File: src/rtl/apb_pkg.sv
// Shared definitions for the APB3 requester: FSM state encoding, bus widths
// and the command-address bit that picks between the two slaves.
package apb_pkg;

  typedef enum logic [1:0] {
    IDLE   = 2'd0,
    SETUP  = 2'd1,
    ACCESS = 2'd2
  } apb_state_t;

  localparam int APB_ADDR_W  = 7;
  localparam int APB_DATA_W  = 8;
  localparam int SLV_SEL_BIT = 7;

endpackage

File: src/rtl/apb_wait_timer.sv
// ACCESS-phase wait-state counter. It clears while the master is in SETUP,
// so it starts from zero on entry to ACCESS. It then counts ACCESS cycles in
// which the selected slave holds PREADY low. 'hit' marks the wait cycle that
// brings the count to LIMIT.
// Only instantiated when APB_MASTER_TIMEOUT_EN is defined.
module apb_wait_timer #(
  parameter int LIMIT = 16
) (
  input  logic clk,
  input  logic rst,
  input  logic clear,
  input  logic tick,
  output logic hit
);

  logic [7:0] count;

  // Count wait states; restart for every new transfer.
  always_ff @(posedge clk) begin
    if (rst || clear) begin
      count <= 8'd0;
    end else if (tick) begin
      count <= count + 8'd1;
    end
  end

  // The current cycle is a wait cycle and it is the LIMIT-th one.
  assign hit = tick && (count == 8'(LIMIT - 1));

endmodule

File: src/rtl/apb_master.sv
// Single-outstanding APB3 requester in front of two slaves.
// Address bit 7 picks the slave; the low 7 bits become PADDR.
// When APB_MASTER_TIMEOUT_EN is defined, a transfer whose ACCESS phase sees
// TIMEOUT_CYCLES wait states is aborted with rsp_err = 1.
// When it is not defined, ACCESS waits for PREADY indefinitely.
module apb_master
  import apb_pkg::*;
#(
  parameter int TIMEOUT_CYCLES = 16
) (
  input  logic                  PCLK,
  input  logic                  PRESET,
  input  logic                  req_valid,
  output logic                  req_ready,
  input  logic                  req_write,
  input  logic [7:0]            req_addr,
  input  logic [APB_DATA_W-1:0] req_wdata,
  output logic                  rsp_valid,
  output logic [APB_DATA_W-1:0] rsp_rdata,
  output logic                  rsp_err,
  output logic                  PSELECT1,
  output logic                  PSELECT2,
  output logic                  PENABLE,
  output logic                  PWRITE,
  output logic [APB_ADDR_W-1:0] PADDR,
  output logic [APB_DATA_W-1:0] PWDATA,
  input  logic [APB_DATA_W-1:0] PRDATA1,
  input  logic [APB_DATA_W-1:0] PRDATA2,
  input  logic                  PREADY1,
  input  logic                  PREADY2,
  input  logic                  PSLVERR1,
  input  logic                  PSLVERR2
);

  apb_state_t            state;
  logic                  sel_ready;
  logic                  sel_slverr;
  logic [APB_DATA_W-1:0] sel_rdata;
  logic                  timeout_hit;

  // Reject an illegal wait-state limit at elaboration time.
  if (TIMEOUT_CYCLES < 1 || TIMEOUT_CYCLES > 255) begin : g_bad_timeout
    $error("apb_master: TIMEOUT_CYCLES must be in 1..255");
  end

  // Listen only to the slave currently being addressed.
  // PSELECT2 stays stable for the whole transfer, so it acts as the decode.
  assign sel_ready  = PSELECT2 ? PREADY2  : PREADY1;
  assign sel_slverr = PSELECT2 ? PSLVERR2 : PSLVERR1;
  assign sel_rdata  = PSELECT2 ? PRDATA2  : PRDATA1;

`ifdef APB_MASTER_TIMEOUT_EN
  apb_wait_timer #(
    .LIMIT (TIMEOUT_CYCLES)
  ) u_wait_timer (
    .clk   (PCLK),
    .rst   (PRESET),
    .clear (state == SETUP),
    .tick  ((state == ACCESS) && !sel_ready),
    .hit   (timeout_hit)
  );
`else
  assign timeout_hit = 1'b0;
`endif

  // Transfer sequencer. All outputs are registered.
  always_ff @(posedge PCLK) begin
    if (PRESET) begin
      state     <= IDLE;
      req_ready <= 1'b1;
      rsp_valid <= 1'b0;
      rsp_rdata <= '0;
      rsp_err   <= 1'b0;
      PSELECT1  <= 1'b0;
      PSELECT2  <= 1'b0;
      PENABLE   <= 1'b0;
      PWRITE    <= 1'b0;
      PADDR     <= '0;
      PWDATA    <= '0;
    end else begin
      // NOTE: non-blocking default; a later assignment in this block to the
      // same register wins, which turns rsp_valid into a one-cycle strobe.
      rsp_valid <= 1'b0;
      case (state)
        IDLE: begin
          if (req_valid) begin
            state     <= SETUP;
            req_ready <= 1'b0;
            PWRITE    <= req_write;
            PADDR     <= req_addr[APB_ADDR_W-1:0];
            PWDATA    <= req_wdata;
            PSELECT1  <= ~req_addr[SLV_SEL_BIT];
            PSELECT2  <= req_addr[SLV_SEL_BIT];
          end
        end
        SETUP: begin
          state   <= ACCESS;
          PENABLE <= 1'b1;
        end
        ACCESS: begin
          if (sel_ready) begin
            state     <= IDLE;
            req_ready <= 1'b1;
            rsp_valid <= 1'b1;
            rsp_rdata <= PWRITE ? '0 : sel_rdata;
            rsp_err   <= sel_slverr;
            PSELECT1  <= 1'b0;
            PSELECT2  <= 1'b0;
            PENABLE   <= 1'b0;
          end else if (timeout_hit) begin
            state     <= IDLE;
            req_ready <= 1'b1;
            rsp_valid <= 1'b1;
            rsp_rdata <= '0;
            rsp_err   <= 1'b1;
            PSELECT1  <= 1'b0;
            PSELECT2  <= 1'b0;
            PENABLE   <= 1'b0;
          end
        end
        default: state <= IDLE;
      endcase
    end
  end

endmodule

File: config.mk
export PLATFORM = sky130hd
export DESIGN_NAME = apb_master
export DESIGN_NICKNAME = d
export VERILOG_FILES = /design/src/rtl/apb_pkg.sv /design/src/rtl/apb_wait_timer.sv /design/src/rtl/apb_master.sv
export SDC_FILE = /design/constraint.sdc
export NUM_CORES = 1
export LEC_CHECK = 0
export ABC_AREA = 1
export ABC_CLOCK_PERIOD_IN_PS = 930
export BUFFER_PORTS_ARGS = -buffer_cell sky130_fd_sc_hd__buf_2
export CORE_MARGIN = 2
export CORE_UTILIZATION = 40
export CTS_CLUSTER_SIZE = 25
export DETAILED_ROUTE_END_ITERATION = 16
export PLACE_DENSITY = 0.86
export SLEW_MARGIN = 20
export SYNTH_ARGS = -nofsm -noshare
export SYNTH_HDL_FRONTEND = slang
export SYNTH_SLANG_ARGS = --single-unit
export TNS_END_PERCENT = 30
File: constraint.sdc
create_clock -name PCLK -period 0.93 [get_ports PCLK]
set_input_delay 0.093 -clock PCLK [delete_from_list [all_inputs] [get_ports PCLK]]
set_output_delay 0.093 -clock PCLK [all_outputs]
set_load 0.02 [all_outputs]
; After elaboration in Yosys (flattened, before gate mapping)
; Index checks and enable logic that the tools add are counted.
[totals]
elab_cells = 43
in_bits = 40
reg_bits = 32
[op_classes]
reduce_logical = 9
eq_ne = 4
bitwise_logic = 2
mux = 17
[op_table]
columns = op, count
row1 = 8-bit two-way mux, 2
row2 = 1-bit two-way mux, 8
row3 = 1-bit one-hot mux with 2 select lines, 4
row4 = 2-bit AND reduction, 4
row5 = 2-bit one-hot mux with 3 select lines, 1
row6 = 2-bit two-way mux, 2
row7 = 2-bit != test (second input constant), 2
row8 = 2-bit nonzero test, 2
row9 = 3-bit AND reduction, 1
row10 = 2-bit by 1-bit == test with 1-bit output (second input constant), 1
row11 = 2-bit == test (second input constant), 1
row12 = 2-bit logical NOT, 1
row13 = 1-bit inverter, 2
row14 = 2-bit OR reduction, 1

; Depth between registers and ports, before layout
[depth]
depth_word = 3
depth_mapped = 7
depth_no_buf = 7

; Least setup slack after synthesis
; No wires, ideal clock.
[synth_timing]
path_type = register -> register
startpoint = reg PSELECT2
endpoint = reg rsp_err
path_slack_ns = -0.271
path_stages_with_launch = 8
required_time_ns = 0.818
n_path_buf = 2
arrival_time_ns = 1.088
setup_ns = 0.112
cell_sequence = dfxtp_1 -> buf_6 -> nand2_4 -> nand2_2 -> nand2_2 -> buf_6 -> nand3_1 -> nand2_1
[synth_via]
elab_chain_len = 2
[synth_rtl]
columns = element, line_no
row1 = "start, declared", apb_master.sv:22  ; output logic PSELECT2,
row2 = "start signal, assigned", apb_master.sv:93  ; PSELECT2 <= req_addr[SLV_SEL_BIT];
row3 = 1-bit two-way mux, apb_master.sv:48  ; assign sel_ready = PSELECT2 ? PREADY2 : PREADY1;
row4 = 2-bit AND reduction (no line), -
row5 = "end signal, assigned", apb_master.sv:106  ; rsp_err <= sel_slverr;
row6 = "end, declared", apb_master.sv:20  ; output logic rsp_err,
; Parallel ways exist; a longest one is shown, timed or not.
; A chain may end at the register's enable or synchronous reset.

; Final worst setup path
[layout_timing]
startpoint = reg state[1]
endpoint = reg PSELECT1
[layout_via]
elab_chain_len = 3
[layout_rtl]
columns = element, line_no
row1 = "start, declared", apb_master.sv:35  ; apb_state_t state;
row2 = "start signal, assigned", apb_master.sv:69  ; state <= IDLE;
row3 = "start signal, assigned", apb_master.sv:87  ; state <= SETUP;
row4 = "start signal, assigned", apb_master.sv:97  ; state <= ACCESS;
row5 = 2-bit == test / 2-bit logical NOT (equally long branches), apb_master.sv:84  ; case (state)
row6 = 2-bit != test (no line) / 2-bit nonzero test (equally long branches), -
row7 = 3-bit AND reduction (no line), -
row8 = "end signal, assigned", apb_master.sv:92  ; PSELECT1 <= ~req_addr[SLV_SEL_BIT];
row9 = "end, declared", apb_master.sv:21  ; output logic PSELECT1,
; Parallel ways exist; a longest one is shown, timed or not.

==> flow_summary.toml <==
[floorplanning]
initial_core_util_pct = 42.9
io_pins = 70
rows = 20
core-area_mm2 = 0.00310
die_area_mm2 = 0.00380
dieWidth_um = 61.7
chipHeight_um = 61.7

[route]
vias = 1490
ant_nets = 0
dr.first_iter.drc_count = 31
avgViaCountPerCell = 4.79
drc = 0
drt-total-wl_mm = 4.14
wl_per_cell_um = 13.3
first_pass_iters = 4

[place]
placed_cells = 287
place_ws_ps = -204
gp_congestion = 0.750
portBuffers = 69
postPlaceCellArea_mm2 = 0.00178
hpwlAfterDp_mm = 2.26

[clock_network]
clk_pin_slew_worst_paths_ps = 90
cts_tree = "yes"
numCtsBuffers = 5
cts_sinks = 32
h-tree-depth = 2
insertion_delay_ps = 320
ctsLongestPathBuffers = 2
cts_root_buf = "clkbuf_4"

[synthesis]
netlist_top_cells_area = "dfxtp_1 (48%), nand2_1 (12%), nor2_1 (9.9%)"
ys_seq_area_share_pct = 48.2
yosys_most_used_dff = "dfxtp_1"
synth_common_cells = "nand2_1 (44), nor2_1 (35), dfxtp_1 (32)"
synth_most_common_cell = "nand2_1"
ys_warn_count = 0
syn_area_per_cell_um2 = 7.73
yosysTopAreaCell = "dfxtp_1"
synth_top_cell_area_share_pct = 48.2
syn_nets = 212
synth.distinct_cells = 17
synth-async-reset-ratio_pct = 0
ys_ff_latch = 32
synthCells = 172
synth-edff-count = 0
syn_area_mm2 = 0.00133

[finish]
fillers = 227
syn_to_final_growth_pct = 76.5
num_antenna_cells = 0
drive_gt1_share_pct = 62.2
register_area_um2 = 688
final_cells = 311
fin_area_mm2 = 0.00235
multi_input_area_um2 = 744
fin_nets = 307

[timing]
finalCritPeriodShare_pct = 117
finalHoldViolations = 0
fin_tns_setup_ps = -3300
finalSetupViolCount = 33
tightest_slew_ps = 255
drv_slew = 0
finClkSkew_ps = 3.35
layout_min_cycle_time_ps = 1090
slew-limit-headroom_pct = 83.0
rsz0062_at_grt = "yes"
fmax_mhz = 920
holdWs_ps = 4.26
worst_slack_ps = -157

[pwr]
vdd_drop_max_uv = 1140
power.density_mw_per_mm2 = 1420
power_leakage_nw = 1.12

[global_route]
grt_pass1_wl_mm = 5.54
antenna_found_initial = 0
grt_overflow_total = 0
grt.total_usage_pct = 19.9
grt_max_degree = 17
grt_pass1_vias = 1302

[critical_path]
required_ps = 1150
critical_path.startpoint_type = "register"
end_kind = "register"
path_class = "reg2reg"
arrival_ps = 1300
crit_fanout = 8

[hold_path]
hold_class = "in2reg"

[status]
outcome = "finished, violations left"
violations = "setup timing"

[run]
cap_violations = 0
-- where the power goes --
| group | leakage (nW) | internal, W | switching, W | total, W |
|---|---|---|---|---|
| combinational | 0.809 | 0.000444 | 0.000462 | 0.000906 |
| clock | 0.0374 | 0.000428 | 0.000436 | 0.000865 |
| sequential | 0.275 | 0.00148 | 0.0000829 | 0.00156 |
-- routing by layer --
| layer | vias up | routed length [um] | GRT usage, % |
|---|---|---|---|
| li1 | 741 | - | - |
| met1 | 676 | 1540 | 21.1 |
| met2 | 66 | 2240 | 37.6 |
| met3 | 7 | 293 | 6.93 |
| met4 | 0 | 63 | 4.56 |
| met5 | - | 0 | 0 |
-- cell type report --
class | count | share of cell area [%]
inverter | 6 | 1.28
clock buffer | 7 | 2.77
tap | 44 | 2.35
sequential | 32 | 29.3
timing repair buffer | 95 | 32.6
multi-input combinational | 127 | 31.7
-- layout by cell type, fill, tap and decap left out, types with 3 or more instances in the layout --
master | Yosys | routed
a21oi_2 | 0 | 3
buf_4 | 1 | 25
dfxtp_2 | 0 | 26
nand3_1 | 11 | 7
nor2_1 | 35 | 34
nand2_2 | 3 | 4
nand2_1 | 44 | 37
nor2_4 | 0 | 3
buf_2 | 1 | 39
o21ai_2 | 8 | 16
buf_12 | 0 | 5
nand2_4 | 1 | 6
dfxtp_4 | 0 | 4
clkbuf_4 | 0 | 5
buf_6 | 6 | 17
inv_4 | 0 | 3
nand3_2 | 0 | 4
a21oi_1 | 13 | 10
dlygate4sd3_1 | 0 | 9
-- worst max-delay path, cell delays in order, from the launching register on --
cell	delay [ps]
dfxtp_4	390
inv_4	40
nor2_4	180
nand2_8	110
buf_4	150
nand2_1	60
a21oi_1	60
-- kinds of logic (layout without fill, tap and decap cells) --
logic type | Yosys count | in the layout | synth area share [%]
buffers and inverters | 15 | 108 | 8.00
AO/OA/AOI/OAI | 29 | 29 | 13.2
flip-flops | 32 | 32 | 48.2
AND/OR/NAND/NOR | 96 | 98 | 30.7
-- timing repair --
| action | CTS | global route |
|---|---|---|
| endpoints found under the hold margin | 6 | 3 |
| hold buffers | 6 | 3 |
| setup buffers | 3 | 3 |
| pin swaps | 9 | 20 |
| endpoints found under the setup margin | 38 | 61 |
| gates resized for setup | 42 | 82 |
| cloned | 2 | 0 |
-- sequential cells by signal (all words and copies together) (netlist names), 2 cells and up --
signal	cells
PWDATA	8
PADDR	7
rsp_rdata	8
state	2
-- stage by stage --
step,util [%],total power (W)
6_report,75.6,0.00333
5_1_grt,75.6,0.00351
4_1_cts,66.9,0.00317
3_5_place_dp,57.2,0.00219
3_3_place_gp,57.2,0.00219
2_1_floorplan,-,0.00193
-- final timing paths --
check          startpoint           end  cells after the start  slack (ps)
min           req_addr[1]      PADDR[1]                      3           4
min reg2reg  rsp_rdata[2]  rsp_rdata[2]                      2         470
max reg2reg      state[1]      PSELECT1                      6        -160
max              state[1]      PSELECT1                      6        -160
(Power assumes the default switching activity.)
